## config.mk

```make
export PLATFORM = sky130hd
export DESIGN_NAME = cdf_builder
export DESIGN_NICKNAME = d
export VERILOG_FILES = /design/src/rtl/cdf_builder_pkg.sv /design/src/rtl/cdf_builder_accum.sv /design/src/rtl/cdf_builder.sv
export SDC_FILE = /design/constraint.sdc
export NUM_CORES = 1
export LEC_CHECK = 0
export BUFFER_PORTS_ARGS = -buffer_cell sky130_fd_sc_hd__buf_2
export CAP_MARGIN = 10
export CORE_ASPECT_RATIO = 0.75
export CORE_MARGIN = 4
export CORE_UTILIZATION = 35
export DETAILED_ROUTE_END_ITERATION = 7
export GPL_ROUTABILITY_DRIVEN = 0
export PLACE_DENSITY = 0.56
export SLEW_MARGIN = 0
export SYNTH_ARGS = -nofsm -noshare
export SYNTH_HDL_FRONTEND = slang
export SYNTH_SLANG_ARGS = --single-unit
export TNS_END_PERCENT = 10
```

## constraint.sdc

```tcl
create_clock -name clk -period 9.6 [get_ports clk]
set_input_delay 0.48 -clock clk [delete_from_list [all_inputs] [get_ports clk]]
set_output_delay 0.48 -clock clk [all_outputs]
set_load 0.1 [all_outputs]
```

## src/rtl/cdf_builder_pkg.sv

```systemverilog
// rtl/cdf_builder_pkg.sv - shared defaults and FSM encoding for the CDF builder
//
// Purpose: default sizing for the histogram/CDF memories and the 2-bit FSM
// state encoding, which the divider-side controller also uses for status muxing.
package cdf_builder_pkg;

  localparam int CDF_BINS   = 256;
  localparam int CDF_ADDR_W = 8;
  localparam int CDF_DATA_W = 32;
  localparam int CDF_SIZE   = 1600;

  typedef enum logic [1:0] {
    ST_IDLE  = 2'd0,
    ST_READ  = 2'd1,
    ST_DRAIN = 2'd2,
    ST_DONE  = 2'd3
  } cdf_state_e;

endpackage

```

## src/rtl/cdf_builder_accum.sv

```systemverilog
// rtl/cdf_builder_accum.sv - running-sum accumulator, cdf_min capture and CDF write port
//
// Purpose: adds each returned histogram word into the running sum and emits
// the sum as a registered CDF memory write one cycle after the data arrives.
// Ports:
//   clk, reset            clock, asynchronous active-low reset
//   clr                   clears sum, overflow and cdf_min state (accepted start)
//   in_valid, in_addr     delayed read strobe/address matching hist_data
//   hist_data             histogram word for in_addr
//   cdf_wr_en/addr/data   registered CDF memory write port
//   cdf_min, cdf_min_valid first non-zero cumulative value
//   acc, overflow         running sum and sticky carry-out flag
module cdf_accum
  import cdf_builder_pkg::*;
#(
  parameter int ADDR_W = CDF_ADDR_W,
  parameter int DATA_W = CDF_DATA_W
) (
  input  logic              clk,
  input  logic              reset,
  input  logic              clr,
  input  logic              in_valid,
  input  logic [ADDR_W-1:0] in_addr,
  input  logic [DATA_W-1:0] hist_data,
  output logic              cdf_wr_en,
  output logic [ADDR_W-1:0] cdf_addr,
  output logic [DATA_W-1:0] cdf_data,
  output logic [DATA_W-1:0] cdf_min,
  output logic              cdf_min_valid,
  output logic [DATA_W-1:0] acc,
  output logic              overflow
);

  // One extra bit catches the carry out of the unsigned sum.
  logic [DATA_W:0] sum;
  assign sum = {1'b0, acc} + {1'b0, hist_data};

  always_ff @(posedge clk or negedge reset) begin
    if (!reset) begin
      cdf_wr_en     <= 1'b0;
      cdf_addr      <= '0;
      cdf_data      <= '0;
      cdf_min       <= '0;
      cdf_min_valid <= 1'b0;
      acc           <= '0;
      overflow      <= 1'b0;
    end else begin
      cdf_wr_en <= in_valid;
      if (clr) begin
        acc           <= '0;
        overflow      <= 1'b0;
        cdf_min       <= '0;
        cdf_min_valid <= 1'b0;
      end else if (in_valid) begin
        acc      <= sum[DATA_W-1:0];
        overflow <= overflow | sum[DATA_W];
        cdf_addr <= in_addr;
        cdf_data <= sum[DATA_W-1:0];
        if (!cdf_min_valid && (sum[DATA_W-1:0] != '0)) begin
          cdf_min       <= sum[DATA_W-1:0];
          cdf_min_valid <= 1'b1;
        end
      end
    end
  end

endmodule

```

## src/rtl/cdf_builder.sv

```systemverilog
// rtl/cdf_builder.sv - reads the histogram and writes its cumulative sum to CDF memory
//
// Purpose: sequences one read per cycle over all bins, feeds the returned data
// to cdf_accum, and checks the final total against the expected pixel count.
// Ports:
//   clk, reset                 clock, asynchronous active-low reset
//   start                      build request, honoured only in IDLE
//   hist_rd_en/addr/data       histogram memory read port (1-cycle read latency)
//   cdf_wr_en/addr/data        CDF memory write port
//   cdf_min, cdf_min_valid     first non-zero CDF value
//   busy, done, total_err      status; total_err held until the next start
module cdf_builder
  import cdf_builder_pkg::*;
#(
  parameter int BINS   = CDF_BINS,
  parameter int ADDR_W = CDF_ADDR_W,
  parameter int DATA_W = CDF_DATA_W,
  parameter int SIZE   = CDF_SIZE
) (
  input  logic              clk,
  input  logic              reset,
  input  logic              start,
  output logic              hist_rd_en,
  output logic [ADDR_W-1:0] hist_addr,
  input  logic [DATA_W-1:0] hist_data,
  output logic              cdf_wr_en,
  output logic [ADDR_W-1:0] cdf_addr,
  output logic [DATA_W-1:0] cdf_data,
  output logic [DATA_W-1:0] cdf_min,
  output logic              cdf_min_valid,
  output logic              busy,
  output logic              done,
  output logic              total_err
);

  cdf_state_e        state, state_nxt;
  logic [ADDR_W-1:0] rd_addr;
  logic              rd_v_d;
  logic [ADDR_W-1:0] rd_addr_d;
  logic [DATA_W-1:0] acc;
  logic              overflow;
  logic              accept;
  logic              last_rd;
  logic              last_wr;

  assign accept  = (state == ST_IDLE) && start;
  assign last_rd = (rd_addr == ADDR_W'(BINS - 1));
  assign last_wr = cdf_wr_en && (cdf_addr == ADDR_W'(BINS - 1));

  assign hist_rd_en = (state == ST_READ);
  assign hist_addr  = rd_addr;
  assign busy       = (state == ST_READ) || (state == ST_DRAIN);
  assign done       = (state == ST_DONE);

  always_ff @(posedge clk or negedge reset) begin
    if (!reset) begin
      state     <= ST_IDLE;
      rd_addr   <= '0;
      rd_v_d    <= 1'b0;
      rd_addr_d <= '0;
      total_err <= 1'b0;
    end else begin
      state  <= state_nxt;
      // Delay the read strobe/address to line up with hist_data.
      rd_v_d <= hist_rd_en;
      if (hist_rd_en) rd_addr_d <= rd_addr;
      // The counter stops on the last bin so hist_addr holds it afterwards.
      if (accept) rd_addr <= '0;
      else if (hist_rd_en && !last_rd) rd_addr <= rd_addr + ADDR_W'(1);
      // The last write is on the bus in the final DRAIN cycle, so acc is final here.
      if (accept) total_err <= 1'b0;
      else if ((state == ST_DRAIN) && last_wr)
        total_err <= overflow || (acc != DATA_W'(SIZE));
    end
  end

  always_comb begin
    state_nxt = state;
    case (state)
      ST_IDLE:  if (start) state_nxt = ST_READ;
      ST_READ:  if (last_rd) state_nxt = ST_DRAIN;
      ST_DRAIN: if (last_wr) state_nxt = ST_DONE;
      ST_DONE:  state_nxt = ST_IDLE;
      default:  state_nxt = ST_IDLE;
    endcase
  end

  cdf_accum #(
    .ADDR_W(ADDR_W),
    .DATA_W(DATA_W)
  ) u_accum (
    .clk          (clk),
    .reset        (reset),
    .clr          (accept),
    .in_valid     (rd_v_d),
    .in_addr      (rd_addr_d),
    .hist_data    (hist_data),
    .cdf_wr_en    (cdf_wr_en),
    .cdf_addr     (cdf_addr),
    .cdf_data     (cdf_data),
    .cdf_min      (cdf_min),
    .cdf_min_valid(cdf_min_valid),
    .acc          (acc),
    .overflow     (overflow)
  );

endmodule

```

==> flow_metrics.py <==
metrics = {
    "worst_setup_path": {
        "worstPathMaxFanout": 32,
        "cp.arrival_ps": 4680,
        "startpoint_type": "flip-flop",
        "crit_chain": "ha_1 -> fa_1 -> a21o_1 -> a221oi_2 -> o21bai_1 -> a211oi_1 -> o21ai_0 -> xor2_1 -> nor3_1 -> and3_1 -> a21oi_4 -> buf_4 -> mux2_1",
        "worstReg2RegStart": "u_accum.acc[0]",
        "worst_setup_path_end_kind": "flip-flop",
        "reg2reg_depth": 13,
        "slowest_delay_ps": 460,
        "critPathSlowestCell": "a221oi_2",
        "critical-path-top-delay-family": "compound AO/OA/AOI/OAI gates",
        "cp.required_ps": 9900,
        "critPathKind": "flip-flop to flip-flop",
        "rrSetupSlack_ps": 5230,
        "cp_num_buf_inv": 1,
        "r2r_end": "u_accum.cdf_min[7]",
    },
    "finish": {
        "final_cell_count_no_fill": 1164,
        "final_area_mm2": 0.00863,
        "nets": 967,
        "diodes": 0,
        "final.fill_count": 2009,
        "syn_to_final_growth_pct": 20.3,
        "layout-drive-gt1-share": 0.201,
    },
    "power": {
        "power_frac_comb": 0.145,
        "intPower_w": 0.00106,
        "switchingPower_w": 0.000436,
        "switching_share": 0.291,
        "peakVddDrop_v": 0.000100,
        "pwr-share-clk": 0.483,
        "p_leak_nw": 4.28,
        "power_w": 0.00150,
        "power.density_mw_per_mm2": 174,
        "p_seq_frac": 0.372,
    },
    "min_path": {
        "hold_class": "primary input to asynchronous set/reset pin",
    },
    "placed_design": {
        "pre_cts_slack_ps": 5080,
        "post-place-cells": 1132,
        "dp_hpwl_um": 16000,
        "dpl_cell_area_mm2": 0.00797,
        "port_buffers": 120,
    },
    "yosys": {
        "seq_area_frac_synth": 0.443,
        "syn-num-nets": 861,
        "post_synth.cell_area_avg_um2": 9.11,
        "yosysUniqueCellTypes": 60,
        "synth_top_area_share": 0.443,
        "async_flop_share": 1.00,
        "synth_area_mm2": 0.00717,
        "ys_ff_latch": 127,
        "synth_edf_count": 0,
        "yosysTopAreaCell": "dfrtp_1",
        "postSynthCellCount": 787,
        "synth.area.top_cells": "dfrtp_1 44%, nand2_1 11%, ha_1 6.6%",
        "synth_warnings": 0,
        "synth_flop_cell": "dfrtp_1",
        "yosys-top-cells-count": "203 x nand2_1, 127 x dfrtp_1, 63 x nor2_1",
        "synth.most_common_cell": "nand2_1",
    },
    "clocking": {
        "cts_tree": "done",
        "cts-root-buf": "clkbuf_16",
        "clk_path_buf_depth": 2,
        "hold_buffers": 0,
        "clk_latency_ps": 420,
        "htree_levels": 4,
        "clock-sinks": 127,
        "cts_buffers": 17,
        "path_clk_slew_ps": 60,
        "post_cts_buffers": 0,
        "post_cts_resized": 0,
    },
    "die": {
        "die-width_um": 173,
        "rows": 45,
        "die_area_mm2": 0.0229,
        "die_y_um": 132,
        "pin_count": 121,
        "coreArea_mm2": 0.0202,
        "initial_core_util": 0.356,
    },
    "global_route": {
        "antenna_found_initial": 1,
        "track_usage": 0.193,
        "grt_pass1_vias": 5959,
        "overflow": 0,
        "grt_pass1_wl_um": 34900,
        "grt_max_degree": 69,
    },
    "timing": {
        "hold_viol_final": 0,
        "rsz0062_at_grt": "no",
        "layout_setup_ws_ps": 5230,
        "setup_viol": 0,
        "tightest_slew_ps": 1170,
        "fin_skew_ps": 11.9,
        "finalCriticalPeriod_ps": 4370,
        "fin_crit_sh": 0.455,
        "max_freq_mhz": 229,
        "slew-limit-headroom": 0.214,
        "tns_ps": 0,
        "drv_slew": 0,
    },
    "flow_run": {
        "max-cap-violations": 0,
    },
    "routing": {
        "vias": 6238,
        "via_per_inst": 5.36,
        "drt_iter0_markers": 510,
        "firstDrtPassIters": 5,
        "antenna_left": 0,
        "wirelength_um": 21900,
        "drc": 0,
        "wl_per_cell_um": 18.9,
    },
    "run_status": {
        "outcome": "finished, final reports clean",
    },
}
==> cells by family after synthesis <==
group / share of synthesized area
xor+xnor: 0.0415
compound gates: 0.134
simple gates: 0.207
mux: 0.0728
flops: 0.443
fa+ha+maj: 0.0691
buf+inv: 0.0323
==> layout by cell type (no fill, tap or decap), types with 3 or more instances in the layout <==
cell type / synthesis / routed
nor3_1: 8 / 8
and3_1: 6 / 6
or2_2: 3 / 3
ha_1: 38 / 38
nor2_1: 63 / 62
o21ai_1: 6 / 6
xor2_1: 20 / 20
a21boi_0: 3 / 3
dfrtp_1: 127 / 127
xnor2_1: 14 / 14
nand3_1: 13 / 13
o21ai_0: 26 / 26
inv_1: 13 / 13
nand4_1: 17 / 17
a211oi_1: 4 / 4
bufinv_16: 0 / 5
a221oi_1: 3 / 3
nor4_1: 9 / 9
and2_1: 4 / 4
a21oi_1: 38 / 38
o32ai_1: 5 / 5
mux2_2: 8 / 8
clkinvlp_4: 0 / 3
o211a_1: 3 / 3
o21a_1: 9 / 9
o22ai_1: 4 / 4
a21o_1: 16 / 16
buf_4: 0 / 5
clkinv_4: 0 / 3
mux2i_1: 42 / 42
nand2_1: 203 / 201
o21bai_1: 6 / 6
a21oi_2: 3 / 3
clkbuf_16: 0 / 17
buf_2: 2 / 119
==> power groups by stage <==
stage / registers [W] / clock network, W / logic [W]
final: 0.000556 / 0.000723 / 0.000218
after global routing: 0.000558 / 0.000760 / 0.000232
after CTS: 0.000556 / 0.000735 / 0.000217
after detailed placement: 0.000566 / 0 / 0.000217
after global placement: 0.000566 / 0 / 0.000216
after floorplan: 0.000647 / 0 / 0.0000746
==> state kept, by name (all words and copies together) (netlist names) <==
signal                 count
u_accum.acc               32
u_accum.cdf_data          32
u_accum.cdf_min           32
hist_addr                  8
rd_addr_d                  8
u_accum.cdf_addr           8
state                      2
rd_v_d                     1
total_err                  1
u_accum.cdf_min_valid      1
u_accum.cdf_wr_en          1
u_accum.overflow           1
==> area by class of cell <==
type                    instances  area (µm²)  area share
multi-input cells             609        3770       0.437
flip-flops and latches        127        3180       0.368
repair buffers                125         644      0.0747
clock buffers                  17         425      0.0493
well taps                     258         323      0.0374
clock inverters                15         233      0.0270
inverters                      13        48.8     0.00566
==> worst max path at each step <==
stage                   startpoint                 end  slack, ps  depth (start not counted)
CTS                 u_accum.acc[0]  u_accum.cdf_min[7]       5250                         13
detailed placement    hist_data[0]  u_accum.cdf_min[7]       5080                         14
floorplan             hist_data[0]  u_accum.cdf_min[7]       6110                         11
global placement      hist_data[0]  u_accum.cdf_min[7]       5180                         14
global route        u_accum.acc[0]  u_accum.cdf_min[7]       4990                         13
finish              u_accum.acc[0]  u_accum.cdf_min[7]       5230                         13
==> metrics by stage <==
step | hold slack (ps) | util
2_1_floorplan | 184 | -
3_3_place_gp | 452 | 0.395
3_5_place_dp | 457 | 0.395
4_1_cts | 46.3 | 0.428
5_1_grt | 58.7 | 0.428
6_report | 26.7 | 0.428
==> routing by layer <==
| layer | track usage | routed length, µm | vias to the layer above |
|---|---|---|---|
| met4 | 0.0434 | 254 | 2 |
| met3 | 0.0473 | 1790 | 24 |
| li1 | - | - | 2947 |
| met1 | 0.307 | 11100 | 2995 |
| met5 | 0 | 13 | - |
| met2 | 0.262 | 8810 | 270 |
Note: power is estimated with default switching activity, not from simulation.
